**src/rtl/viterbi_pkg.sv**
```systemverilog
// Shared types and helpers for the Viterbi noisy-channel model.
// Covers the mode and state enums, the LFSR feedback constant and a popcount helper.
package viterbi_pkg;

    typedef enum logic [1:0] {
        MODE_CLEAN  = 2'd0,
        MODE_RANDOM = 2'd1,
        MODE_BURST  = 2'd2
    } chan_mode_t;

    typedef enum logic [1:0] {
        ST_CLEAN = 2'd0,
        ST_BURST = 2'd1,
        ST_DONE  = 2'd2
    } chan_state_t;

    // Right-shifting Galois form of x^16+x^14+x^13+x^11+1.
    localparam logic [15:0] LFSR_POLY = 16'hB400;

    function automatic logic [4:0] popcount16(input logic [15:0] v);
        logic [4:0] n;
        n = '0;
        for (int i = 0; i < 16; i++) begin
            n = n + {4'd0, v[i]};
        end
        return n;
    endfunction

endpackage

```
**src/rtl/viterbi_channel_model_lfsr16.sv**
```systemverilog
// 16-bit Galois LFSR that steps only when adv is high.
// Holding on idle cycles makes the noise depend on symbol count, not on cycle count.
module lfsr16
    import viterbi_pkg::*;
#(
    parameter logic [15:0] SEED = 16'hACE1
) (
    input  logic        clk,
    input  logic        rst,
    input  logic        adv,
    output logic [15:0] state
);

    always_ff @(posedge clk) begin
        if (rst) begin
            state <= SEED;
        end else if (adv) begin
            state <= state[0] ? ((state >> 1) ^ LFSR_POLY) : (state >> 1);
        end
    end

endmodule

```
**config.mk**
```make
export PLATFORM = sky130hd
export DESIGN_NAME = lfsr16
export DESIGN_NICKNAME = d
export VERILOG_FILES = /design/src/rtl/viterbi_pkg.sv /design/src/rtl/viterbi_channel_model_lfsr16.sv
export SDC_FILE = /design/constraint.sdc
export NUM_CORES = 1
export LEC_CHECK = 0
export BUFFER_PORTS_ARGS = -buffer_cell sky130_fd_sc_hd__buf_4
export CELL_PAD_IN_SITES_DETAIL_PLACEMENT = 2
export CELL_PAD_IN_SITES_GLOBAL_PLACEMENT = 2
export CORE_MARGIN = 8
export CORE_UTILIZATION = 29
export CTS_CLUSTER_SIZE = 25
export DETAILED_ROUTE_END_ITERATION = 16
export HOLD_SLACK_MARGIN = 0.05
export PLACE_DENSITY = 0.81
export SLEW_MARGIN = 20
export SYNTH_ARGS = -nofsm -noshare
export SYNTH_HDL_FRONTEND = slang
export SYNTH_SLANG_ARGS = --single-unit
```
**constraint.sdc**
```tcl
create_clock -name clk -period 1.2 [get_ports clk]
set_input_delay 0.06 -clock clk [delete_from_list [all_inputs] [get_ports clk]]
set_output_delay 0.06 -clock clk [all_outputs]
set_load 0.01 [all_outputs]
```
**Word-level counts from Yosys, hierarchy flattened**

Cells that the tools add are included.

- Register bits after elaboration: 16
- Output and inout port bits: 16

- Bitwise operators: 1
- Muxes and demuxes: 1

Operators by type and width:

| operator | count |
|---|---|
| 16-bit two-way mux | 1 |
| 3-bit inverter with 4-bit output | 1 |

**Logic depth before layout (Yosys ltp)**

- Word-level depth: 2
- Depth in mapped cells: 4
- Gate-level depth less buffers: 2

**Worst setup path before layout**

Ideal clock, no wire load.

- Path kind: reg-to-reg
- Start point: reg state[0] (netlist name)
- End point: reg state[0]
- Stages on the path, launching flop included: 3
- Arrival time: 0.790 ns
- Clock period less this slack: 0.910 ns
- Path buffers: 0
- Setup slack: 0.290 ns
- Data required time: 1.080 ns
- Library setup time: 0.120 ns
- Cells stage by stage: dfxtp_1 and2b_2 a211o_1

RTL lines:

| item | RTL line | source |
|---|---|---|
| end signal: assignment | viterbi_channel_model_lfsr16.sv:18 | `state <= state[0] ? ((state >> 1) ^ LFSR_POLY) : (state >> 1);` |
| end: declaration | viterbi_channel_model_lfsr16.sv:11 | `output logic [15:0] state` |

**Worst setup path after layout**

- Start point: reg state[0]
- End point: out state[0]

No word-level cell between the ends.

==> metrics.csv <==
metric;value;unit
FMAX;1000;MHz
DR vias;451;
# resized after CTS;0;
synthesis-stage register bit count;16;
CP arrival;0.94;ns
WS Path Type;register to primary output;
die width;62.6;microns
number of flip-flops in the largest register;16;
worst path cell trace;buf_4;
vias in the first global route;466;
GR met2 Demand/Resource;0.114;
TritonRoute pass-1 iters;2;
setup bufs post-CTS;0;
number of buffers created by CTS;3;
outcome;finished, final reports clean;
die area;3920;sq um
buffer and inverter count on the worst path;1;
Post-Layout Cell Count;101;
gr usage total;0.0735;
Setup TNS;0;ns
clk slew on worst S/H paths;0.08;ns
Top delay family on crit path;flip-flops;
worst-skew pair later-pin latency;0.27;ns
global-route wire length before repair;2350;microns
CTS tree;built;
crit-path max FO;6;
worst min path class;input pin to register;
DR vias/cell;4.47;
Critical-path top delay cell;dfxtp_1;
Hold-fix buffers, CTS;0;
share of cells above drive strength 1;0.370;
Lkg Pwr;0.351;nW
Mapped Area;631;sq um
CP endpoint kind;primary output;
GPL Wtd Cong;0.639;
Core ar.;2130;sq um
placed cell area;759;sq um
Regs by FF count;state (16);
Slew @ Worst Pin;0.275;ns
Peak supply drop;0.000449;V
Post-Syn Instances;56;
CP Data Required Time;1.14;ns
Final Hold Fails;0;
R2R Path End;state[0];
Hold Path Stages;2;
Final Worst Setup Slack;0.202;ns
# setup viols final;0;
grt total ovfl;0;
met1 Usage GRT;0.0857;
largest net degree at the start of global routing;25;
synth unique cells;16;
Ports;19;
P per Cell Area;1330;nW/um^2
clock sink count;16;
# diodes;0;
RSZ-0062 raised after global routing;no;
hpwl dp;1070;microns
Reg2Reg Setup Slack;0.27;ns
fin nets;78;
Std-Cell Rows;17;
R2R depth;2;
Final Power;1.04;mW
Worst path max stage delay;0.48;ns
DIE HEIGHT;62.6;microns
Layout Skew;0.00136;ns
max-cap violations;0;
WL final;1440;microns
Final Max Tran Viols;0;
drt initial violations;4;
port buffer count;18;
Seq/Total Area, Yosys;0.508;
pre-CTS setup slack;0.279;ns
Synth Area per Inst;11.3;sq um
WL/cell;14.3;microns
htree depth;1;
deepest clock path buffer count;2;
Mapped Nets;59;
Reg area;320;sq um
hold_sp;rst;
Fillers;244;
Final Cell Area;782;sq um
initial antenna violation count;0;
antenna viol nets, final;0;
Syn-to-layout area delta;24.0;%
warnings from Yosys;0;
DRC;0;
slew margin rel.;0.816;
GR peak layer;met2;
crit path launch type;register;
R2R Path Start;state[0];
area of the multi-input gates;269;sq um
final worst path period share;0.832;
Starting Density;0.296;
largest reg by FF count;state;
placed insts;98;
Root Driver;clkbuf_4;
Hold Path End;state[12];
met3 Use GR;0.0143;
final worst path period need;0.998;ns
## report_power, final
part | total, mW | internal (mW) | switching (mW)
combinational | 0.175 | 0.0955 | 0.0791
clock | 0.266 | 0.116 | 0.150
sequential | 0.603 | 0.568 | 0.0348
## stage by stage
| step | hold WS, ns | util |
|---|---|---|
| after floorplan | 0.331 | - |
| after global placement | 0.369 | 0.357 |
| after detailed placement | 0.367 | 0.357 |
| after CTS | 0.0599 | 0.368 |
| after global routing | 0.0810 | 0.368 |
| final | 0.0686 | 0.368 |
## cells in the final DEF, fill, tap and decap left out
cell type  Yosys  layout
and2b_1        1       1
a211oi_2       1       1
a21oi_1        2       2
a211o_1        6       6
nor2_1         7       7
nor2b_1        2       2
mux2i_1        7       7
dfxtp_1       16      16
clkbuf_4       0       3
buf_4          0      18
nor2_2         1       1
xnor2_1        3       3
nor3_1         2       2
and2b_2        4       4
## worst max path at each step
stage | startpoint | endpoint | slack [ns] | cells past startpoint
CTS | state[0] | state[0] | 0.19 | 1
global placement | state[0] | state[0] | 0.27 | 2
finish | state[0] | state[0] | 0.20 | 1
global route | state[0] | state[0] | 0.15 | 1
detailed placement | state[0] | state[0] | 0.28 | 2
floorplan | state[0] | state[0] | 0.29 | 2
## cell families after synthesis
| logic type | Yosys count | synth area share |
|---|---|---|
| buffers and inverters | 4 | 0.0655 |
| AO/OA/AOI/OAI | 9 | 0.119 |
| flip-flops | 16 | 0.508 |
| XOR/XNOR | 3 | 0.0417 |
| multiplexers | 7 | 0.111 |
| AND/OR/NAND/NOR | 17 | 0.155 |
## layout make-up
| class | count | area share |
|---|---|---|
| Sequential cell | 16 | 0.410 |
| Multi-Input combinational cell | 36 | 0.344 |
| Timing Repair Buffer | 18 | 0.173 |
| Tap cell | 28 | 0.0448 |
| Clock buffer | 3 | 0.0288 |
## metal layers
metal | vias up | part of all wire
li1 | 225 | -
met1 | 214 | 0.45
met2 | 10 | 0.50
met3 | 2 | 0.028
met4 | 0 | 0.019
met5 | - | 0
## Yosys cell counts, drive strengths merged
| library cell | n | share of area |
|---|---|---|
| a211oi | 1 | 0.020 |
| and2b | 5 | 0.067 |
| mux2i | 7 | 0.11 |
| a21oi | 2 | 0.016 |
| nor2b | 2 | 0.020 |
| a211o | 6 | 0.083 |
| clkbuf | 1 | 0.0079 |
| nor3 | 2 | 0.016 |
| nor2 | 8 | 0.052 |
| xnor2 | 3 | 0.042 |
| dfxtp | 16 | 0.51 |
| buf | 3 | 0.058 |
No activity file was read; power rests on OpenSTA's default activity.
